**config.mk**
```make
export PLATFORM = sky130hd
export DESIGN_NAME = instruction_fetch
export DESIGN_NICKNAME = d
export VERILOG_FILES = /design/src/rtl/cpu_defs.sv /design/src/rtl/fetch_fifo.sv /design/src/rtl/instruction_fetch.sv
export SDC_FILE = /design/constraint.sdc
export NUM_CORES = 1
export LEC_CHECK = 0
export ABC_AREA = 1
export CAP_MARGIN = 20
export CORE_MARGIN = 1.5
export CORE_UTILIZATION = 45
export DETAILED_ROUTE_END_ITERATION = 8
export PLACE_DENSITY = 0.62
export SYNTH_ARGS = -nofsm -noshare
export SYNTH_HDL_FRONTEND = slang
export SYNTH_HIERARCHICAL = 1
export SYNTH_SLANG_ARGS = --single-unit
```
**constraint.sdc**
```tcl
create_clock -name clk -period 10.3 [get_ports clk]
set_clock_uncertainty 0.05 [all_clocks]
set_input_delay 1.545 -clock clk [delete_from_list [all_inputs] [get_ports clk]]
set_output_delay 1.545 -clock clk [all_outputs]
set_load 0.02 [all_outputs]
```
**src/rtl/cpu_defs.sv**
```systemverilog
// -----------------------------------------------------------------------------
// cpu_defs
// Shared definitions for the RV32I front end.
//   XLEN             : architectural register / address width
//   RESET_PC_DEFAULT : default PC of the first fetch after reset
//   NOP_INSN         : canonical RV32I NOP (addi x0, x0, 0)
//   S_BOOT/S_RUN/S_REDIR : fetch FSM state encodings
//   fetch_entry_t    : one fetch-buffer entry, {pc, instruction word}
// -----------------------------------------------------------------------------
package cpu_defs;

   localparam int XLEN = 32;

   localparam logic [XLEN-1:0] RESET_PC_DEFAULT = 32'h0000_0000;
   localparam logic [XLEN-1:0] NOP_INSN         = 32'h0000_0013;

   localparam logic [1:0] S_BOOT  = 2'd0;
   localparam logic [1:0] S_RUN   = 2'd1;
   localparam logic [1:0] S_REDIR = 2'd2;

   typedef struct packed {
      logic [XLEN-1:0] pc;
      logic [XLEN-1:0] data;
   } fetch_entry_t;

endpackage

```
**src/rtl/fetch_fifo.sv**
```systemverilog
// -----------------------------------------------------------------------------
// fetch_fifo
// Synchronous FIFO with flush, occupancy count and a head that is read
// straight from storage (no combinational path from push to head).
//   clk, rst_n     : clock, asynchronous active-low reset
//   push_i         : write push_data_i this cycle
//   push_data_i    : entry to write
//   pop_i          : remove head this cycle (ignored when empty)
//   flush_i        : discard all entries; wins over push and pop
//   head_valid_o   : FIFO not empty
//   head_data_o    : oldest entry
//   count_o        : number of stored entries (0..DEPTH)
// DEPTH must be a power of two so the pointers wrap naturally.
// -----------------------------------------------------------------------------
module fetch_fifo #(
   parameter int DEPTH = 4,
   parameter int WIDTH = 64
) (
   input  logic                     clk,
   input  logic                     rst_n,
   input  logic                     push_i,
   input  logic [WIDTH-1:0]         push_data_i,
   input  logic                     pop_i,
   input  logic                     flush_i,
   output logic                     head_valid_o,
   output logic [WIDTH-1:0]         head_data_o,
   output logic [$clog2(DEPTH):0]   count_o
);

   localparam int AW = $clog2(DEPTH);
   localparam int CW = AW + 1;

   logic [WIDTH-1:0] mem_q [DEPTH];
   logic [AW-1:0]    wr_ptr_q, wr_ptr_d;
   logic [AW-1:0]    rd_ptr_q, rd_ptr_d;
   logic [CW-1:0]    count_q, count_d;
   logic             full, do_push, do_pop;

   assign full    = (count_q == CW'(DEPTH));
   assign do_pop  = pop_i && (count_q != '0) && !flush_i;
   // A push into a full FIFO is only legal when the head leaves in the same cycle.
   assign do_push = push_i && !flush_i && (!full || do_pop);

   always_comb begin
      // NOTE: every variable assigned here gets a default first so no latch is inferred.
      wr_ptr_d = wr_ptr_q;
      rd_ptr_d = rd_ptr_q;
      count_d  = count_q;
      if (flush_i) begin
         wr_ptr_d = '0;
         rd_ptr_d = '0;
         count_d  = '0;
      end else begin
         if (do_push) wr_ptr_d = wr_ptr_q + AW'(1);
         if (do_pop)  rd_ptr_d = rd_ptr_q + AW'(1);
         if (do_push && !do_pop)      count_d = count_q + CW'(1);
         else if (!do_push && do_pop) count_d = count_q - CW'(1);
      end
   end

   always_ff @(posedge clk or negedge rst_n) begin
      if (!rst_n) begin
         // NOTE: sequential state uses non-blocking assignments so all registers update together.
         wr_ptr_q <= '0;
         rd_ptr_q <= '0;
         count_q  <= '0;
      end else begin
         wr_ptr_q <= wr_ptr_d;
         rd_ptr_q <= rd_ptr_d;
         count_q  <= count_d;
      end
   end

   // NOTE: storage is not reset; count_q alone decides which entries are meaningful.
   always_ff @(posedge clk) begin
      if (do_push) mem_q[wr_ptr_q] <= push_data_i;
   end

   assign head_valid_o = (count_q != '0);
   assign head_data_o  = mem_q[rd_ptr_q];
   assign count_o      = count_q;

   // The fetch credit scheme guarantees space for every accepted response.
   a_no_overflow : assert property (@(posedge clk) disable iff (!rst_n)
      !(push_i && !flush_i && full && !do_pop));

endmodule

```
**src/rtl/instruction_fetch.sv**
```systemverilog
// -----------------------------------------------------------------------------
// instruction_fetch
// RV32I fetch stage. Owns the PC, issues in-order word requests to instruction
// memory under a credit limit, buffers returned words with their PCs and hands
// one instruction per cycle to the decoder. Redirects flush the buffer and
// discard responses to requests issued before the redirect.
//   clk, rst_n          : clock, asynchronous active-low reset
//   imem_req_valid/ready/addr : request channel (addr word aligned)
//   imem_rsp_valid/data : in-order response channel
//   redirect_valid/pc   : one-cycle redirect pulse and target
//   inst_valid/code/pc  : head of fetch buffer (NOP / 0 when not valid)
//   inst_ready          : decoder consumes head this cycle
//   fetch_misaligned    : sticky misaligned-redirect flag, present only when
//                         IFETCH_MISALIGN_CHECK_EN is defined
// Configuration macro: IFETCH_MISALIGN_CHECK_EN. Without it the low two bits
// of redirect_pc are ignored.
// -----------------------------------------------------------------------------
module instruction_fetch
   import cpu_defs::*;
#(
   parameter logic [XLEN-1:0] RESET_PC   = RESET_PC_DEFAULT,
   parameter int              FIFO_DEPTH = 4
) (
   input  logic            clk,
   input  logic            rst_n,
   output logic            imem_req_valid,
   input  logic            imem_req_ready,
   output logic [XLEN-1:0] imem_req_addr,
   input  logic            imem_rsp_valid,
   input  logic [XLEN-1:0] imem_rsp_data,
   input  logic            redirect_valid,
   input  logic [XLEN-1:0] redirect_pc,
   output logic            inst_valid,
   output logic [XLEN-1:0] inst_code,
   output logic [XLEN-1:0] inst_pc,
   input  logic            inst_ready
`ifdef IFETCH_MISALIGN_CHECK_EN
   ,
   output logic            fetch_misaligned
`endif
);

   localparam int CW = $clog2(FIFO_DEPTH) + 1;
   // Stale responses can pile up across back-to-back redirects, so the
   // in-flight counters get headroom beyond the buffer depth.
   localparam int OW = CW + 3;
   localparam int UW = OW + 1;
   localparam logic [OW-1:0] ONE_O   = OW'(1);
   localparam logic [UW-1:0] DEPTH_U = UW'(FIFO_DEPTH);

   logic [1:0]      state_q, state_d;
   logic [XLEN-1:0] pc_q, pc_d;          // next request address
   logic [XLEN-1:0] rsp_pc_q, rsp_pc_d;  // PC of the next kept response
   logic [OW-1:0]   outst_q, outst_d;    // accepted, not yet answered
   logic [OW-1:0]   drop_q, drop_d;      // of those, how many are stale

   logic [CW-1:0]   fifo_count;
   logic            head_valid;
   fetch_entry_t    head_entry, push_entry;
   logic            push, pop, req_fire, blocked;
   logic [UW-1:0]   in_use;
   logic [XLEN-1:0] redir_target;

`ifdef IFETCH_MISALIGN_CHECK_EN
   logic misaligned_q;

   assign redir_target = redirect_pc;

   always_ff @(posedge clk or negedge rst_n) begin
      if (!rst_n)              misaligned_q <= 1'b0;
      else if (redirect_valid) misaligned_q <= (redirect_pc[1:0] != 2'b00);
   end

   assign blocked          = misaligned_q;
   assign fetch_misaligned = misaligned_q;
`else
   assign redir_target = redirect_pc & ~XLEN'(3);
   assign blocked      = 1'b0;
`endif

   // Live work = requests still worth waiting for plus words already buffered.
   assign in_use = UW'(outst_q - drop_q) + UW'(fifo_count);

   assign imem_req_valid = (state_q == S_RUN) && (in_use < DEPTH_U)
                           && (outst_q != '1) && !blocked;
   assign imem_req_addr  = pc_q;
   assign req_fire       = imem_req_valid && imem_req_ready;

   always_comb begin
      // S_BOOT and S_REDIR each last one cycle; a redirect from any state wins.
      state_d  = redirect_valid ? S_REDIR : S_RUN;
      pc_d     = pc_q;
      rsp_pc_d = rsp_pc_q;
      outst_d  = outst_q;
      drop_d   = drop_q;
      push     = 1'b0;

      if (req_fire) pc_d = pc_q + XLEN'(4);

      if (req_fire && !imem_rsp_valid)      outst_d = outst_q + ONE_O;
      else if (!req_fire && imem_rsp_valid) outst_d = outst_q - ONE_O;

      if (imem_rsp_valid) begin
         if (drop_q != '0) begin
            drop_d = drop_q - ONE_O;
         end else begin
            push     = 1'b1;
            rsp_pc_d = rsp_pc_q + XLEN'(4);
         end
      end

      // Everything still in flight after this cycle, including a request
      // accepted right now, belongs to the old stream.
      if (redirect_valid) begin
         pc_d     = redir_target;
         rsp_pc_d = redir_target;
         drop_d   = outst_d;
         push     = 1'b0;
      end
   end

   always_ff @(posedge clk or negedge rst_n) begin
      if (!rst_n) begin
         state_q  <= S_BOOT;
         pc_q     <= RESET_PC;
         rsp_pc_q <= RESET_PC;
         outst_q  <= '0;
         drop_q   <= '0;
      end else begin
         state_q  <= state_d;
         pc_q     <= pc_d;
         rsp_pc_q <= rsp_pc_d;
         outst_q  <= outst_d;
         drop_q   <= drop_d;
      end
   end

   assign push_entry = '{pc: rsp_pc_q, data: imem_rsp_data};
   assign pop        = inst_valid && inst_ready;

   fetch_fifo #(
      .DEPTH (FIFO_DEPTH),
      .WIDTH ($bits(fetch_entry_t))
   ) u_fifo (
      .clk          (clk),
      .rst_n        (rst_n),
      .push_i       (push),
      .push_data_i  (push_entry),
      .pop_i        (pop),
      .flush_i      (redirect_valid),
      .head_valid_o (head_valid),
      .head_data_o  (head_entry),
      .count_o      (fifo_count)
   );

   assign inst_valid = head_valid && !blocked;
   assign inst_code  = inst_valid ? head_entry.data : NOP_INSN;
   // While blocked on a misaligned target, pc_q still holds that target.
   assign inst_pc    = blocked ? pc_q : (inst_valid ? head_entry.pc : '0);

endmodule

```
Word-level counts from Yosys, hierarchy flattened
Memory sizes are Yosys's and may differ from the RTL's.
Cells that the tools add are included.
W data, S select, Z words.

operators by class
  add/sub/neg operators = 11
  order comparisons = 1
  eq/ne operators = 4
  muxes and demuxes = 25
  reductions and logical operators = 29

operator list
  kind                     number
  $mux W32                 7
  $add A32 B3 Y32 const B  2
  $mux W6                  5
  $logic_and A1 B1 Y1      12
  $sub A6 B1 Y6 const B    2
  $mux W2                  5
  $reduce_bool A2 Y1       5
  $mux W3                  3
  $add A7 B3 Y7            1
  $lt A7 B3 Y1 const B     1
  $sub A6 B6 Y7            1
  $add A6 B1 Y6 const B    1
  $logic_not A1 Y1         6
  $ne A6 B6 Y1 const B     1
  $reduce_bool A3 Y1       2
  $reduce_bool A6 Y1       1
  $mux W1                  5
  $add A2 B1 Y2 const B    2
  $reduce_and A2 Y1        2
  $add A3 B1 Y3 const B    1
  $eq A3 B3 Y1 const B     1
  $sub A3 B1 Y3 const B    1
  $eq A2 B1 Y1 const B     1
  $ne A2 B2 Y1 const B     1
  $logic_or A1 B1 Y1       1

storage, ports and cells
  register bits after elaboration = 85
  bits in writable memories = 256
  input bits = 70
  output and inout bits = 98
  word-level logic and storage cells = 79
  memories kept = 1

memories
  memory        words  bits a word  rd ports  clocked after memory_dff  write ports  line              text
  u_fifo.mem_q  4      64           1         0                         1            fetch_fifo.sv:33  logic [WIDTH-1:0] mem_q [DEPTH];

Depth between registers and ports, before layout
Gate-level depths: netlist (run 1).

  depth after elaboration = 11
  mapped depth = 20
  depth with buffers taken out = 19

By module
The synthesis (run 1) kept the hierarchy.

by module, submodules not included
  module             times used  cells each  area an instance (um^2)  sequential area each (um^2)
  fetch_fifo         1           688         9,972.1                  7,862.5
  instruction_fetch  1           840         5,612.9                  1,851.8

Worst setup path after synthesis (run 1)
OpenSTA, ideal clock, no wires.

  path type = in2reg
  start = input imem_rsp_valid
  end = memory u_fifo.mem_q[0][0], enable pin
  library setup time = 487 ps
  data arrival time = 5,322 ps
  required time = 9,763 ps
  path slack = 4,441 ps
  stages = 9
  path buffers = 1
  path through = buf_2 -> inv_1 -> nor2_2 -> inv_1 -> nor2_4 -> inv_1 -> nor2_1 -> nand2_1 -> nor2_1

between the ends
  longest elaborated chain between the ends = 6

ends and longest elaborated chain
  what                              line                      text
  from (decl)                       instruction_fetch.sv:29   input logic imem_rsp_valid,
  $mux W1                           instruction_fetch.sv:103  if (imem_rsp_valid) begin
  $mux W1                           instruction_fetch.sv:114  if (redirect_valid) begin
  named net push                    instruction_fetch.sv:60   logic push, pop, req_fire, blocked;
  $logic_and A1 B1 Y1 (2 in a row)  fetch_fifo.sv:42          assign do_push = push_i && !flush_i && (!full || do_pop);
  $mux W1                           fetch_fifo.sv:76          if (do_push) mem_q[wr_ptr_q] <= push_data_i;
  $mux W1 (not written as such)     fetch_fifo.sv:76
  to (decl)                         fetch_fifo.sv:33

The timed path passes the listed nets, and every way through them passes these cells.

==> metrics, run 1 <==
WL final=approximately 37 mm; count leader, synth=nand2_1; Final Wtd Congestion=about 0.85; Die W=about 190 µm; Synth Instances=between 1500 and 2000; Mapped Area=around 0.016 mm²; Reg area=0.00972 mm²; Initial Utilization=approximately 46%; Peak VDD IR=0.0000972 V; total power=around 3.5 mW; placed cell area=between 0.015 and 0.02 mm²; P&R area growth vs syn=20.9%; Post-route DRC=0; HP Class=reg2reg; Worst Tran Pin Value=about 1.0 ns; slowest CP cell=dfrtp_4; share of layout cells above drive strength 1=about 6.3%; synth cell count leaders=nand2_1, edfxtp_1, nor2_1; outcome=finished clean; leakage=about 7.6 nW; diode count=0; cts hold-fix bufs=0; Worst-path clk slew=~0.06 ns; GRT overflow=0; row cnt=67; final setup TNS=0 ns; pwr/cell area=roughly 190 mW/mm²; Cell Chain, Critical Path=inv_4, buf_4, o21ai_0, o22ai_1, nand2_1, inv_1, clkdlybuf4s50_1; crit path max fanout=68; core area=approximately 0.034 mm²; fillcell total=2991; buffers plus inverters on the worst setup path=4; fmax=between 150 and 200 MHz; fin area=around 0.019 mm²; number of setup violations in the final report=0; H-Tree Depth=2; vias in the first global route=roughly 11000; initial antenna violation count=0; synthesized area per cell=10.2 µm²; largest cells by area after synthesis=edfxtp_1, dfrtp_1, nand2_1; DRT Pass-1 Iters=5; Yosys top cell by area=edfxtp_1; port bufs=163; crit start category=flip-flop; EDFF count, synth=around 260; Nets=~1800; CTS Root Cell=clkbuf_16; fin crit period=5.29 ns; CTS tree=done; Setup CP Type=reg2out; Synth Warn #=6; clock tree buffer depth=3; clk sinks=roughly 340; largest net degree at the start of global routing=between 70 and 80; RSZ-0062 raised after global routing=false; FFs w/ async S/R, synth=between 20 and 25%; routed vias=between 10000 and 15000; Worst Path Required=~8.7 ns; sequential share of the synthesized area=slightly above 60%; Slew Limit Fails=0; Critical Path Max Stage Delay=0.71 ns; postcts setup bufs=0; First DRT Iteration DRCs=about 540; IO Pins=168; cts bufs inserted=36; Max-Cap Viols=0; Synth Register Bits=337; CP top delay family=buffers and inverters; top_reg_cell synth=edfxtp_1; first-pass GRT wire length=approximately 60 mm; max-slew headroom at the worst pin=roughly 30%; Hold Vio Cnt, Final=0; clk_lat worst skew=around 0.52 ns; Post-DP HPWL=around 22 mm; post-cts sizing count=0; crit path DAT=approximately 3.7 ns; Die Y=between 150 and 200 µm; period utilization=51.4%; Routed Antenna Nets=0; die area=between 0.03 and 0.04 mm²; Vias/cell=about 5.2; Synth top area share=49.3%; critical path endpoint category=primary output; gr usage total=~21%; WL/cell=between 15 and 20 µm; area of the multi-input gates=0.00490 mm²; post-synth cell types=between 40 and 50
## state kept, by name, summed over array words and instances, names as in the netlist
signal,flops
drop_q,6
state_q,2
u_fifo/count_o,3
u_fifo/wr_ptr_q,2
outst_q,6
u_fifo/mem_q,256
imem_req_addr,30
rsp_pc_q,30
u_fifo/rd_ptr_q,2
## placed cells by master, fill, tap and decap left out, types with 10 or more instances in the layout
master / n
ha_1: 20
o21ai_1: 50
nor2_1: 183
inv_1: 165
nand2_1: 290
dfrtp_1: 79
edfxtp_1: 256
nor3_1: 13
buf_4: 13
a21oi_1: 14
nand3_1: 67
clkbuf_16: 38
clkdlybuf4s50_1: 161
o21ai_0: 96
xor2_1: 37
o22ai_1: 65
nand4_1: 21
conb_1: 10
o211ai_1: 27
## worst paths after layout
check / from / endpoint / slack [ns] / cells after the start
worst max-delay path: u_fifo/rd_ptr_q[0] / inst_code[8] / 5.01 / 7
worst min-delay path: drop_q[5] / drop_q[5] / 0.49 / 2
worst max register to register: drop_q[0] / u_fifo/mem_q[2][35] / 6.08 / 11
worst min register to register: drop_q[5] / drop_q[5] / 0.49 / 2
max in group asynchronous: rst_n / u_fifo/rd_ptr_q[0] / 8.23 / 2
min in group asynchronous: rst_n / imem_req_addr[30] / 0.95 / 1
## routing by layer
| metal | vias up | track usage, % | routed length, µm |
|---|---|---|---|
| met5 | - | 0 | 0 |
| met4 | 0 | 5.49 | 691 |
| met3 | 56 | 3.02 | 1870 |
| met2 | 293 | 33.6 | 16900 |
| met1 | 5395 | 29.2 | 17100 |
| li1 | 5516 | - | - |
## where the power goes
part	switching [mW]	internal (mW)	leakage, nW
combinational	0.310	0.207	3.63
clock	0.519	0.883	0.628
sequential	0.0797	1.52	3.30
total	0.909	2.61	7.56
## through the flow
stage	worst slack [ns]	hold WS (ns)	utilization [%]	instances
floorplan	4.44	0.424	-	1537
global placement	4.55	0.462	51.9	2093
detailed placement	4.50	0.471	51.9	2093
CTS	4.99	0.488	55.8	2158
global route	4.72	0.518	55.8	2158
finish	5.01	0.485	55.8	2158
## worst register-to-register path, stage by stage (launching register included)
cell     delay (ns)
dfrtp_1        0.40
inv_1          0.17
ha_1           0.18
nand4_1        0.13
nor2_2         0.41
inv_1          0.18
nor2_4         0.24
inv_1          0.06
nor2_1         0.18
nand2_1        0.32
nor2_4         0.89
buf_4          0.62
## cell families after synthesis
group | synth area share [%]
AND/OR/NAND/NOR | 16.6
flip-flops | 62.3
AO/OA/AOI/OAI | 10.1
buffers and inverters | 6.70
XOR/XNOR | 2.30
adder cells (fa/ha/maj) | 1.99
other | 0.0241
## area by class of cell
cell class                      count  share of cell area, %
Clock inverter                     19                   1.63
Timing Repair Buffer              175                   9.10
Inverter                          175                   3.50
Clock buffer                       46                   5.26
Sequential cell                   337                   51.6
Tap cell                          448                   2.97
Multi-Input combinational cell    958                   26.0
Note: power is estimated with default switching activity, not from simulation.
==> run 2, diff against run 1 <==
Clock period 10.3 ns to 5.25 ns, I/O delays scaled along.
==> metrics, run 2 (synthesis gave the netlist of run 1 again) <==
Hold Slack=between 0.2 and 0.3 ns; vias in the first global route=11020; Die W=~190 µm; Setup CP Type=reg2out; WL/cell=16.8 µm; clk sinks=337; net switching power figure=about 1.8 mW; Final Wtd Congestion=around 0.85; number of setup violations in the final report=0; Placed Cells=approximately 2100; core area=roughly 0.034 mm²; Worst Tran Pin Value=~0.93 ns; P&R area growth vs syn=20.9%; First DRT Iteration DRCs=812; fmax=about 230 MHz; cts hold-fix bufs=0; sequential share of power=a little under half; Worst Path Required=about 4.4 ns; largest net degree at the start of global routing=between 90 and 100; H-Tree Depth=2; Vias/cell=5.22; cts bufs inserted=37; clock network power share=37.8%; critical path startpoint=outst_q[2]; max-slew headroom at the worst pin=between 30% and 40%; Max-Cap Viols=0; leakage=roughly 7.5 nW; fin area=0.0188 mm²; Largest Register=u_fifo/mem_q; Hold Vio Cnt, Final=0; Switching Fraction=a little over a quarter; post-cts sizing count=0; gr usage total=20.7%; commonest non-fill, non-tap cell in the layout=nand2_1; critical path endpoint category=primary output; final setup TNS=0 ns; Routed Antenna Nets=0; Initial Utilization=between 40% and 50%; IO Pins=about 170; die area=0.0358 mm²; Slew Limit Fails=0; most frequent cells in the layout=nand2_1, edfxtp_1, nor2_1; diode count=0; clk_lat worst skew=0.51 ns; Post-route DRC=0; initial antenna violation count=0; postcts setup bufs=0; crit path DAT=roughly 3.5 ns; area of the multi-input gates=0.00490 mm²; Post-DP HPWL=about 23 mm; outcome=finished clean; CTS Root Cell=clkbuf_16; CTS tree=done; WL final=36.4 mm; crit start category=flip-flop; GRT overflow=0; worst setup path endpoint=imem_req_valid; Finished Layout Cells=2162; Largest register FFs=256; pwr/cell area=between 300 and 400 mW/mm²; port bufs=around 160; HP Class=in2async; routed vias=around 11000; Internal Power=between 4 and 5 mW; combinational share of power=15.0%; slack of the worst reg-to-reg path=between 1.5 and 2 ns; first-pass GRT wire length=slightly below 60 mm; Nets=1780; share of layout cells above drive strength 1=under 10%; placed cell area=~0.018 mm²; fillcell total=between 2000 and 3000; row cnt=67; clock tree buffer depth=3; Worst-path clk slew=roughly 0.06 ns; R2R depth=11; Peak VDD IR=roughly 0.00022 V; RSZ-0062 raised after global routing=false; Reg area=a little under 0.01 mm²; DRT Pass-1 Iters=6; RR Endpoint=u_fifo/mem_q[2][44]; Die Y=189 µm; crit path max fanout=6; fin crit period=roughly 4.3 ns; period utilization=between 80% and 90%; Crit Reg-Reg Startpoint=drop_q[0]
run 2: cell count changes in the layout (fill, tap and decap cells not counted), sizes merged:
| cell | before | now |
|---|---|---|
| clkbuf | 46 | 49 |
| inv | 173 | 174 |
| clkinvlp | 1 | 0 |
| buf | 14 | 17 |
| clkinv | 12 | 15 |
| bufinv | 8 | 3 |
run 2: power groups by stage:
| stage | logic, mW | registers, mW | clock network, mW |
|---|---|---|---|
| after floorplan | 0.684 | 3.18 | 0 |
| after global placement | 0.990 | 3.20 | 0 |
| after detailed placement | 1.00 | 3.20 | 0 |
| after CTS | 1.01 | 3.15 | 2.58 |
| after global routing | 1.16 | 3.17 | 2.67 |
| final | 0.999 | 3.15 | 2.52 |
run 2: how the worst min path moves through the flow:
stage / end / slack [ns] / depth (start not counted)
final: imem_req_addr[28] / 0.26 / 1
after global routing: imem_req_addr[28] / 0.32 / 1
after CTS: imem_req_addr[28] / 0.29 / 1
after detailed placement: drop_q[5] / 0.47 / 2
after global placement: drop_q[5] / 0.46 / 2
after floorplan: u_fifo/mem_q[0][44] / 0.42 / 0
run 2: per-stage QoR:
step                worst slack [ns]  util, %  total power, mW
floorplan                      0.149        -             3.86
global placement               0.968     52.2             4.19
detailed placement             0.934     52.2             4.20
CTS                            0.889     55.8             6.73
global route                   0.660     55.8             7.01
finish                         0.902     55.8             6.67
run 2: final cells by class:
type,count,area share (%)
Clock buffer,49,5.37
Clock inverter,17,0.943
Inverter,175,3.50
Multi-Input combinational cell,958,26.0
Sequential cell,337,51.6
Tap cell,448,2.98
Timing Repair Buffer,178,9.62
run 2: worst max-delay path, cell delays in order, from the launching register on:
cell and delay (ns):
dfrtp_1 0.45, inv_1 0.15, fa_1 0.55, inv_1 0.04, ha_1 0.34, nand2_1 0.09, nand2_1 0.07, nand2_1 0.09
nand3_1 0.08, nand2_1 0.06, nand2_1 0.06, nor2_2 0.18, and2_2 0.23, clkdlybuf4s50_1 0.63
run 2: layer usage:
metal  global-route usage, %  vias up  part of all wire [%]
met5                       0        -                     0
met4                    5.34        0                   1.9
met3                    2.74       58                   5.6
met2                    33.7      337                    46
met1                    29.3     5365                    46
li1                        -     5522                     -
==> run 3, diff against run 2 <==
Settings changed: PLACE_DENSITY 0.62 to 0.64.
Clock period 5.25 ns to 3.8 ns, I/O delays scaled along.
==> metrics, run 3 (synthesis gave the netlist of run 1 again) <==
outcome=finished clean; Critical Path Max Stage Delay=around 0.55 ns; Met1 Wirelength=roughly 17 mm; commonest non-fill, non-tap cell in the layout=nand2_1; fin crit period=between 3 and 4 ns; clk sinks=roughly 340; most frequent cells in the layout=nand2_1, edfxtp_1, nor2_1; fin area=roughly 0.019 mm²; Worst Setup Slack, final=0.150 ns; leakage=~7.6 nW; Die Y=roughly 190 µm; Initial Utilization=between 40% and 50%; fmax=274 MHz; slowest CP cell=fa_1; largest net degree at the start of global routing=~130; crit path max fanout=5; vias in the first global route=approximately 11000; clock tree buffer depth=3; crit path DAT=approximately 3.0 ns; Final Wtd Congestion=roughly 0.89; Post-DP HPWL=between 20 and 25 mm; Hold Vio Cnt, Final=0; Cell Chain, Critical Path=inv_1, fa_1, inv_1, ha_1, nand2_1, inv_1, nand2_1, nand2_1, nand2_1, nand4_1, nor2_2, and2_4, clkdlybuf4s15_2; utilization after layout=between 50 and 60%; crit start category=flip-flop; Post-route DRC=0; DRT Pass-1 Iters=5; Die W=about 190 µm; RSZ-0062 raised after global routing=false; Worst-path clk slew=0.06 ns; pwr/cell area=roughly 480 mW/mm²; CTS Root Cell=clkbuf_16; clk_lat worst skew=roughly 0.51 ns; Setup CP Type=reg2out; Setup WS pre-CTS=approximately 0.24 ns; H-Tree Depth=2; P&R area growth vs syn=20.8%; Routed Antenna Nets=0; Nets=between 1500 and 2000; area of the multi-input gates=just under 0.005 mm²; GRT overflow=0; Peak VDD IR=0.000393 V; Reg area=about 0.0097 mm²; routed vias=approximately 11000; Largest register FFs=256; most used cell, CP=nand2_1; die area=~0.036 mm²; number of setup violations in the final report=0; Worst Path Required=3.18 ns; cts hold-fix bufs=0; WL final=36.7 mm; diode count=0; CTS tree=done; placed cell area=between 0.015 and 0.02 mm²; port bufs=about 160; Top Layer Used=met4; Max-Cap Viols=0; final setup TNS=0 ns; HP Class=in2async; Largest Register=u_fifo/mem_q; fillcell total=between 2000 and 3000; IO Pins=168; period utilization=a little over nine tenths; gr usage total=between 20% and 30%; cts bufs inserted=36; met2 wire len=17.1 mm; critical path endpoint category=primary output; max-slew headroom at the worst pin=between 30% and 40%; slack of the worst reg-to-reg path=about 0.7 ns; WL/cell=about 17 µm; core area=about 0.034 mm²; share of layout cells above drive strength 1=6.79%; Vias/cell=around 5.2; Slew Limit Fails=0; initial antenna violation count=0; row cnt=67; met3 WL=2.21 mm; First DRT Iteration DRCs=around 860; first-pass GRT wire length=a little under 60 mm; Worst Tran Pin Value=slightly above 0.9 ns
==> run 3: metrics by stage <==
| step | cells | power [mW] | hold slack (ns) |
|---|---|---|---|
| finish | 2170 | 9.01 | 0.128 |
| global route | 2170 | 9.49 | 0.196 |
| CTS | 2168 | 9.04 | 0.165 |
| detailed placement | 2105 | 5.81 | 0.469 |
| global placement | 2105 | 5.79 | 0.460 |
| floorplan | 1537 | 5.33 | 0.224 |
==> run 3: worst max-delay path: cells and delay by family (launching register included) <==
kind                       cells  cell delay, ns
buffers and inverters          4            0.45
DFF                            1            0.39
and+or+nand+nor                7            0.78
adders and majority gates      2            0.89
==> run 3: cell type report <==
class                      instances  share of cell area (%)
inverter                         175                    3.50
clock inverter                    17                   0.638
tap                              448                    2.98
sequential                       337                    51.6
multi-input combinational        958                    26.0
timing repair buffer             189                    10.2
clock buffer                      46                    5.04
==> run 3: power breakdown <==
group / switching [mW] / internal, mW
Sequential: 0.212 / 4.13
Combinational: 0.866 / 0.582
Clock: 1.38 / 1.84
Total: 2.45 / 6.55
==> run 3: worst paths after layout <==
| kind | cells past startpoint | endpoint | start |
|---|---|---|---|
| max in group asynchronous | 2 | u_fifo/count_o[1] | rst_n |
| min reg2reg | 2 | drop_q[5] | drop_q[5] |
| max reg2reg | 16 | imem_req_addr[25] | outst_q[2] |
| min | 1 | imem_req_addr[24] | rst_n |
| max | 13 | imem_req_valid | outst_q[2] |
| min in group clk | 2 | drop_q[5] | drop_q[5] |
==> run 3: metal layers <==
metal	track usage, %	vias to the layer above
met5	0	-
met4	5.56	0
met3	3.15	60
met2	34.1	361
met1	29.1	5323
li1	-	5553
==> run 3: what timing repair did <==
item	CTS	global route
setup buffers	0	2
setup endpoints to repair	1	1
pin swaps	0	1
cloned	0	0
resized for setup	3	3
==> RTL edit, RTL diff (config.mk and constraints of run 1) <==
Add a define of `IFETCH_MISALIGN_CHECK_EN`.
--- a/src/rtl/instruction_fetch.sv
+++ b/src/rtl/instruction_fetch.sv
@@ -16,4 +16,6 @@
 // of redirect_pc are ignored.
 // -----------------------------------------------------------------------------
+`define IFETCH_MISALIGN_CHECK_EN
+
 module instruction_fetch
    import cpu_defs::*;
Formal check against the unedited RTL (old outputs only; new: fetch_misaligned): not equivalent (Yosys sat finds a counterexample within 4 cycles, from zero or initial values and one cycle with rst_n low).
==> RTL edit against run 1 <==
- global-route usage grew 1.0 points
- combinational power rose by 44%
- cell area up 1.8%
- setup slack got worse by 0.27 ns
- power rose by 2.3%
- synthesized cell count up 1.9%
- area after synthesis grew 3.2%
- routed wire length grew 8.7%
- non-clock buffer count grew 8
- sequential cell count is 5 higher
- sequential share of layout area shrank 0.28 points
- register-to-register slack improved by 0.42 ns
- critical path depth unchanged
- core utilization is 1.6 points lower
==> RTL edit: results (changes against run 1) <==
Post-DP HPWL=25.3 mm (+13%); IO Port Bufs=168 (+3.1%); slowest cell on the critical path=buf_4; NetSw=0.00106 W (+17%); met2 wire length=17.8 mm (+4.9%); Synth area leaders=edfxtp_1 (48%), dfrtp_1 (13%), nand2_1 (6.1%); sequential element share of the synthesized area=61.2% (-1.2 points); WHS=0.435 ns (-0.0502 ns); number of global-route vias before repair=11000 (-1.1%); Distinct cells, synth=48 (+4.3%); asr flop ratio synth=25.1% (+1.1 points); vias per inst=5.32 (+1.9%); wire length of the first global-routing pass=61.7 mm (+5.5%); hold endpoint=drop_q[4]; leakage=7.34 nW (-2.9%); min-delay src=drop_q[4]; layout cell share with drive strength beyond 1=8.82% (+2.6 points); FF-to-FF End=u_fifo/mem_q[2][34]; met3 Track Usage GR=2.98% (-0.043 points); RePlAce Congestion=0.837 (-1.7%); met1 usage=32.6% (+3.4 points); Met3 Wirelength=2.41 mm (+29%); VDD IR max=103 uV (+6.2%); highest metal used=met4; DRT met1 WL=19.0 mm (+11%); GRT Total Usage=21.7% (+1.0 points); Seq pwr share=45.4% (about the same); grt met2 use=33.6% (about the same); initial antenna violation count=0 (unchanged); Max stage delay on crit path=0.77 ns (+0.06 ns); headroom to the max-slew limit=33.2% (+2.8 points); Initial DRC Count=866 (+60%); combinational power=0.000746 W (+44%); Avg Inst Size Synth=10.3 um^2 (+1.3%); clock tree buffer depth=3 (unchanged); drt wl/cell=18.1 um (+6.9%); post-CTS sizing=0 (unchanged); Max FO, Critical Path=79 (+16%); placed cells=2133 (+1.9%); reg2reg setup slack=6.50 ns (+0.42 ns); fin nets=1802 (+1.5%); Post-synth top cells=nand2_1 (260), edfxtp_1 (256), nor2_1 (205); outcome=finished clean; DR vias=11700 (+3.7%); largest net degree at the start of global routing=80 (+3.9%); router iterations before antenna repair=5 (unchanged)
[RTL edit: cell types whose count changed after synthesis, sizes merged, moves of 8 or more]
| cell | delta |
|---|---|
| or2 | +8 |
| nand3 | -8 |
| nor2 | +23 |
| o21ai | +29 |
| inv | -10 |
| o221ai | +11 |
| nand2 | -24 |
[RTL edit: how the worst max path moves through the flow]
stage	to	slack, ns	cells after the start	start
final	inst_pc[14]	4.74	7	u_fifo/rd_ptr_q[0]
after global routing	inst_pc[11]	4.48	7	u_fifo/rd_ptr_q[0]
after CTS	inst_pc[14]	4.72	7	u_fifo/rd_ptr_q[0]
after detailed placement	u_fifo/mem_q[1][59]	4.96	10	imem_rsp_valid
after global placement	u_fifo/mem_q[3][59]	5.05	10	imem_rsp_valid
after floorplan	u_fifo/mem_q[0][0]	4.33	9	imem_rsp_valid
[RTL edit: metrics by stage]
step                power (W)  area (um^2)  worst slack, ns
floorplan             0.00215        16100             4.33
global placement      0.00239        18100             5.05
detailed placement    0.00241        18100             4.96
CTS                   0.00363        19200             4.72
global route          0.00379        19200             4.48
finish                0.00361        19200             4.74
[RTL edit: cells by family (layout without fill, tap and decap cells)]
group / count (synthesis) / after routing / synth area share (%)
and+or+nand+nor: 607 / 607 / 16.6
DFF: 342 / 342 / 61.2
adders and majority gates: 22 / 22 / 1.85
AOI/OAI and AO/OA: 313 / 313 / 11.7
buffers and inverters: 231 / 408 / 6.42
xor gates and xnor gates: 42 / 42 / 2.29
[RTL edit: layout make-up]
class                           instances  area, um^2
Clock buffer                           40         937
Timing Repair Buffer                  183        1810
Fill cell                            3137       16200
Clock inverter                         22         166
Multi-Input combinational cell        984        5250
Tap cell                              461         577
Inverter                              163         617
Sequential cell                       342        9840
